### src/rtl/dist2_sorter_pkg.sv
// Shared types and constants for the 4-input distance sorter stream wrapper.
package dist2_sorter_pkg;

  typedef enum logic [1:0] {
    COLLECT = 2'd0,
    SORT    = 2'd1,
    OUTPUT  = 2'd2
  } sorter_state_e;

  localparam int FRAME_SLOTS = 4;
  localparam int COUNT_W     = 3;
  localparam int PAD_MAX_W   = 64;

  // Padding sorts after every real sample, so it is the largest unsigned value.
  function automatic logic [PAD_MAX_W-1:0] pad_value(input int width);
    logic [PAD_MAX_W-1:0] v;
    v = {PAD_MAX_W{1'b1}} >> (PAD_MAX_W - width);
    return v;
  endfunction

endpackage

### src/rtl/dist4_slot_buffer.sv
// Four-slot frame register file: writes samples in arrival order, counts them,
// and reloads every slot to the PAD value on clear or reset.
module dist4_slot_buffer
  import dist2_sorter_pkg::*;
#(
  parameter int WIDTH = 16
) (
  input  logic                                  clk,
  input  logic                                  rst_n,
  input  logic                                  wr_en_i,
  input  logic [WIDTH-1:0]                      wr_data_i,
  input  logic                                  clr_i,
  output logic [FRAME_SLOTS-1:0][WIDTH-1:0]     slots_o,
  output logic [COUNT_W-1:0]                    count_o
);

  localparam logic [PAD_MAX_W-1:0] PAD_WIDE = pad_value(WIDTH);
  localparam logic [WIDTH-1:0]     PAD      = PAD_WIDE[WIDTH-1:0];

  logic [COUNT_W-1:0] count_q, count_d;
  logic               can_write;

  assign can_write = wr_en_i && (count_q < COUNT_W'(FRAME_SLOTS));

  generate
    for (genvar gi = 0; gi < FRAME_SLOTS; gi++) begin : g_slot
      logic [WIDTH-1:0] slot_q, slot_d;

      always_comb begin
        slot_d = slot_q;
        if (clr_i) begin
          slot_d = PAD;
        end else if (can_write && (count_q == COUNT_W'(gi))) begin
          slot_d = wr_data_i;
        end
      end

      always_ff @(posedge clk or negedge rst_n) begin
        if (!rst_n) begin
          slot_q <= PAD;
        end else begin
          slot_q <= slot_d;
        end
      end

      assign slots_o[gi] = slot_q;
    end
  endgenerate

  always_comb begin
    count_d = count_q;
    if (clr_i) begin
      count_d = '0;
    end else if (can_write) begin
      count_d = count_q + COUNT_W'(1);
    end
  end

  always_ff @(posedge clk or negedge rst_n) begin
    if (!rst_n) begin
      count_q <= '0;
    end else begin
      count_q <= count_d;
    end
  end

  assign count_o = count_q;

endmodule

### src/rtl/dist4_frame_sorter_ctrl.sv
// Stream wrapper around an external 4-input sorting network: collects a frame,
// holds it on sort_a for one cycle, registers sort_y and hands it downstream.
// Optional idle timeout for partial frames: define DIST4_FRAME_SORTER_TIMEOUT_EN.
module dist4_frame_sorter_ctrl
  import dist2_sorter_pkg::*;
#(
  parameter int WIDTH          = 16,
  parameter int TIMEOUT_CYCLES = 255
) (
  input  logic               clk,
  input  logic               rst_n,
  input  logic               in_valid,
  output logic               in_ready,
  input  logic [WIDTH-1:0]   in_data,
  input  logic               in_last,
  output logic [WIDTH-1:0]   sort_a0,
  output logic [WIDTH-1:0]   sort_a1,
  output logic [WIDTH-1:0]   sort_a2,
  output logic [WIDTH-1:0]   sort_a3,
  input  logic [WIDTH-1:0]   sort_y0,
  input  logic [WIDTH-1:0]   sort_y1,
  input  logic [WIDTH-1:0]   sort_y2,
  input  logic [WIDTH-1:0]   sort_y3,
  output logic               out_valid,
  input  logic               out_ready,
  output logic [WIDTH-1:0]   out_d0,
  output logic [WIDTH-1:0]   out_d1,
  output logic [WIDTH-1:0]   out_d2,
  output logic [WIDTH-1:0]   out_d3,
  output logic [2:0]         out_count
);

  if (TIMEOUT_CYCLES < 1 || TIMEOUT_CYCLES > 65535) begin : g_bad_timeout
    $error("TIMEOUT_CYCLES out of range 1..65535");
  end

  sorter_state_e                    state_q, state_d;
  logic                             accept;
  logic                             close_frame;
  logic                             timeout_hit;
  logic                             buf_wr;
  logic                             buf_clr;
  logic                             capture;
  logic [FRAME_SLOTS-1:0][WIDTH-1:0] slots;
  logic [COUNT_W-1:0]               count;
  logic [FRAME_SLOTS-1:0][WIDTH-1:0] out_q;
  logic [COUNT_W-1:0]               out_count_q;

  // Gating with rst_n keeps in_ready low for the whole reset assertion.
  assign in_ready = rst_n && (state_q == COLLECT);
  assign accept   = in_valid && in_ready;

  dist4_slot_buffer #(
    .WIDTH (WIDTH)
  ) u_slot_buffer (
    .clk       (clk),
    .rst_n     (rst_n),
    .wr_en_i   (buf_wr),
    .wr_data_i (in_data),
    .clr_i     (buf_clr),
    .slots_o   (slots),
    .count_o   (count)
  );

`ifdef DIST4_FRAME_SORTER_TIMEOUT_EN
  logic [15:0] idle_q, idle_d;

  always_comb begin
    idle_d = idle_q;
    if ((state_q != COLLECT) || (count == '0) || accept) begin
      idle_d = '0;
    end else begin
      idle_d = idle_q + 16'd1;
    end
  end

  always_ff @(posedge clk or negedge rst_n) begin
    if (!rst_n) begin
      idle_q <= '0;
    end else begin
      idle_q <= idle_d;
    end
  end

  // Fires in the TIMEOUT_CYCLES-th idle cycle; an accept in that cycle joins the frame.
  assign timeout_hit = (state_q == COLLECT) && (count != '0) &&
                       (({1'b0, idle_q} + 17'd1) >= 17'(TIMEOUT_CYCLES));
`else
  assign timeout_hit = 1'b0;
`endif

  assign close_frame = (accept && (in_last || (count == COUNT_W'(FRAME_SLOTS - 1)))) ||
                       timeout_hit;

  always_comb begin
    state_d = state_q;
    buf_wr  = 1'b0;
    buf_clr = 1'b0;
    capture = 1'b0;
    case (state_q)
      COLLECT: begin
        buf_wr = accept;
        if (close_frame) begin
          state_d = SORT;
        end
      end
      SORT: begin
        capture = 1'b1;
        state_d = OUTPUT;
      end
      OUTPUT: begin
        if (out_ready) begin
          buf_clr = 1'b1;
          state_d = COLLECT;
        end
      end
      default: state_d = COLLECT;
    endcase
  end

  always_ff @(posedge clk or negedge rst_n) begin
    if (!rst_n) begin
      state_q     <= COLLECT;
      out_q       <= '0;
      out_count_q <= '0;
    end else begin
      state_q <= state_d;
      if (capture) begin
        out_q       <= {sort_y3, sort_y2, sort_y1, sort_y0};
        out_count_q <= count;
      end
    end
  end

  assign sort_a0   = slots[0];
  assign sort_a1   = slots[1];
  assign sort_a2   = slots[2];
  assign sort_a3   = slots[3];
  assign out_valid = (state_q == OUTPUT);
  assign out_d0    = out_q[0];
  assign out_d1    = out_q[1];
  assign out_d2    = out_q[2];
  assign out_d3    = out_q[3];
  assign out_count = out_count_q;

endmodule

### config.mk
export PLATFORM = sky130hd
export DESIGN_NAME = dist4_frame_sorter_ctrl
export DESIGN_NICKNAME = d
export VERILOG_FILES = /design/src/rtl/dist2_sorter_pkg.sv /design/src/rtl/dist4_slot_buffer.sv /design/src/rtl/dist4_frame_sorter_ctrl.sv
export SDC_FILE = /design/constraint.sdc
export NUM_CORES = 1
export LEC_CHECK = 0
export CAP_MARGIN = 40
export CORE_MARGIN = 5
export CORE_UTILIZATION = 47
export DETAILED_ROUTE_END_ITERATION = 10
export GPL_TIMING_DRIVEN = 0
export PLACE_DENSITY = 0.85
export SYNTH_ARGS = -nofsm -noshare
export SYNTH_HDL_FRONTEND = slang
export SYNTH_SLANG_ARGS = --single-unit
export TNS_END_PERCENT = 10
### constraint.sdc
create_clock -name clk -period 4.6 [get_ports clk]
set_clock_uncertainty 0.2 [all_clocks]
set_input_delay 0.92 -clock clk [delete_from_list [all_inputs] [get_ports clk]]
set_output_delay 0.92 -clock clk [all_outputs]
set_load 0.03 [all_outputs]
==> impl_metrics.json <==
{
  "status": "complete, no violations",
  "antenna_cells": 0,
  "grt_usage": 0.226,
  "crit_fanout": 81,
  "fmax_ghz": 0.256,
  "cts_tree": "done",
  "yosys_warnings": 0,
  "ant_nets": 0,
  "ys_top_cells_by_area": "dfrtp_1 (32%), dfstp_2 (30%), mux2_2 (13%)",
  "post_cts_buffers": 0,
  "drc": 0,
  "rsz0062_at_grt": "no",
  "cts_buffers": 17,
  "drive_gt1_frac": 0.287,
  "avgSynthCellArea_um2": 13.8,
  "rows": 40,
  "die_h_um": 120,
  "ir_drop_uv": 373,
  "finalWirelength_um": 15800,
  "synth.distinct_cells": 26,
  "required_ps": 3480,
  "syn-num-nets": 498,
  "die_w_um": 120,
  "max_cap_viol_count": 0,
  "r2r_start": "u_slot_buffer.count_o[0]",
  "numPortBuffers": 217,
  "fillers": 840,
  "critPathKind": "input pin to output port",
  "seq_area_frac_synth": 0.616,
  "ys_async_sr_fraction": 1.00,
  "fin_ws_ps": 700,
  "cts_hold_buf": 0,
  "htree_levels": 4,
  "grt_max_degree": 82,
  "synth_top_area_frac": 0.319,
  "r2r-end": "u_slot_buffer.g_slot[0].slot_q[10]",
  "netlist_area_um2": 5650,
  "yosysMostFrequentCell": "dfrtp_1",
  "ys.flop_type": "dfrtp_1",
  "power_w": 0.00596,
  "grt_pass1_vias": 4587,
  "vias": 4153,
  "synthCells": 408,
  "finalHoldViolCount": 0,
  "synth-edff-count": 0,
  "dp_cells": 773,
  "setup_viol": 0,
  "hold_ws_ps": 265,
  "core_area_um2": 11900,
  "crit_path_start_kind": "input pin",
  "critPathCaptureType": "output port",
  "power_leakage_nw": 3.75,
  "p_per_area_nw_per_um2": 690,
  "grt_overflow": 0,
  "grt_pass1_wl_um": 25000,
  "nets": 735,
  "crit_arrival_ps": 2780,
  "reg2reg_depth": 7,
  "synth_commonest_cells": "dfrtp_1 (72), dfstp_2 (64), mux2_2 (64), nor2_1 (64), mux2i_1 (46)",
  "start_util": 0.474,
  "dieArea_um2": 14300,
  "clock-sinks": 136,
  "syn_to_final_growth_pct": 52.8,
  "r2r_slack_ps": 2660,
  "yosysTopAreaCell": "dfrtp_1",
  "clkTransAtPathRegs_ps": 50,
  "first_iter_violations": 223,
  "relSlewSlack": 0.619,
  "clk_latency_ps": 410,
  "final_cell_count_no_fill": 805,
  "cts.repair.resized": 0,
  "wl_per_cell_um": 19.6,
  "pin_count": 218,
  "gp_congestion": 0.787,
  "clockBufferDepth": 2,
  "dp_hpwl_um": 11900,
  "synth_seq_cells": 136,
  "period_minus_slack_ps": 3900,
  "clockRootBuffer": "clkbuf_16",
  "post-route-period-util": 0.848,
  "antenna_found_initial": 0,
  "min_path_type": "input pin to asynchronous set/reset pin",
  "first_pass_iters": 4,
  "drv_slew": 0,
  "via_per_inst": 5.16,
  "place_ws_ps": 645,
  "tightestPinTransition_ps": 572
}
==> critical path, cell delays in order <==
cell and delay [ps]:
buf_6 420, buf_16 400, nor3b_1 240, clkdlybuf4s50_1 750
==> worst max-delay path by stage <==
stage	start	endpoint	slack, ps	cells after the start
after floorplan	rst_n	in_ready	1830	1
after global placement	rst_n	in_ready	-3270	3
after detailed placement	rst_n	in_ready	640	4
after CTS	rst_n	in_ready	650	4
after global routing	rst_n	in_ready	480	4
final	rst_n	in_ready	700	4
==> routing by layer <==
layer  wire length, um  global-route usage  part of all wire
met3              1680               0.115              0.11
met5                 0                   0                 0
met2              7910               0.383              0.50
met1              5900               0.244              0.37
met4               300              0.0787             0.019
==> cell usage in the layout (no fill, tap or decap), types with 2 or more instances in the layout <==
| master | instances |
|---|---|
| clkdlybuf4s50_1 | 216 |
| dfrtp_1 | 72 |
| mux2_2 | 64 |
| nor2_1 | 64 |
| dfstp_2 | 64 |
| mux2i_1 | 46 |
| and3_1 | 20 |
| a211o_1 | 18 |
| clkbuf_16 | 17 |
| buf_2 | 13 |
| buf_4 | 6 |
| buf_6 | 6 |
| ha_1 | 5 |
| clkinv_2 | 5 |
| inv_1 | 4 |
| nand2_1 | 4 |
| o21ai_0 | 4 |
| nor2b_1 | 3 |
| clkbuf_8 | 3 |
| bufinv_16 | 3 |
| clkinv_1 | 3 |
| nand2b_1 | 2 |
| buf_12 | 2 |
| clkbuf_1 | 2 |
| nand2_4 | 2 |
| a211oi_1 | 2 |
| a31o_2 | 2 |
==> registers in the layout, summed over array words and instances, names as in the netlist <==
signal	flops
u_slot_buffer.count_o	3
state_q	2
out_d1	16
out_d0	16
out_count	3
out_d2	16
out_d3	16
u_slot_buffer.g_slot.slot_q	64
==> area by class of cell <==
class,instances,area [um^2],area share
Clock inverter,11,126,0.0146
Buffer,27,210,0.0244
Sequential cell,136,3480,0.404
Inverter,4,15.0,0.00174
Tap cell,147,184,0.0213
Clock buffer,21,470,0.0545
Multi-Input combinational cell,241,1940,0.225
Timing Repair Buffer,218,2200,0.255
==> report_power, final <==
group	total (W)	internal [W]	switching [W]	leakage, nW
Sequential	0.00204	0.00178	0.000259	1.52
Clock	0.00137	0.000884	0.000489	0.299
Combinational	0.00255	0.00112	0.00142	1.93
==> metrics by stage <==
step / utilization / area [um^2] / TNS, ps
after floorplan: - / 5650 / 0
after global placement: 0.672 / 8010 / -428100
after detailed placement: 0.675 / 8040 / 0
after CTS: 0.725 / 8630 / 0
after global routing: 0.725 / 8630 / 0
final: 0.725 / 8630 / 0
==> cell families after synthesis <==
kind of cell,Yosys count,share of synthesized area
flip-flops,136,0.616
adder cells (fa/ha/maj),5,0.0111
AND/OR/NAND/NOR,99,0.0853
multiplexers,110,0.209
AO/OA/AOI/OAI,27,0.0383
buffers and inverters,31,0.0399
Power figures use the tool's default switching activity.
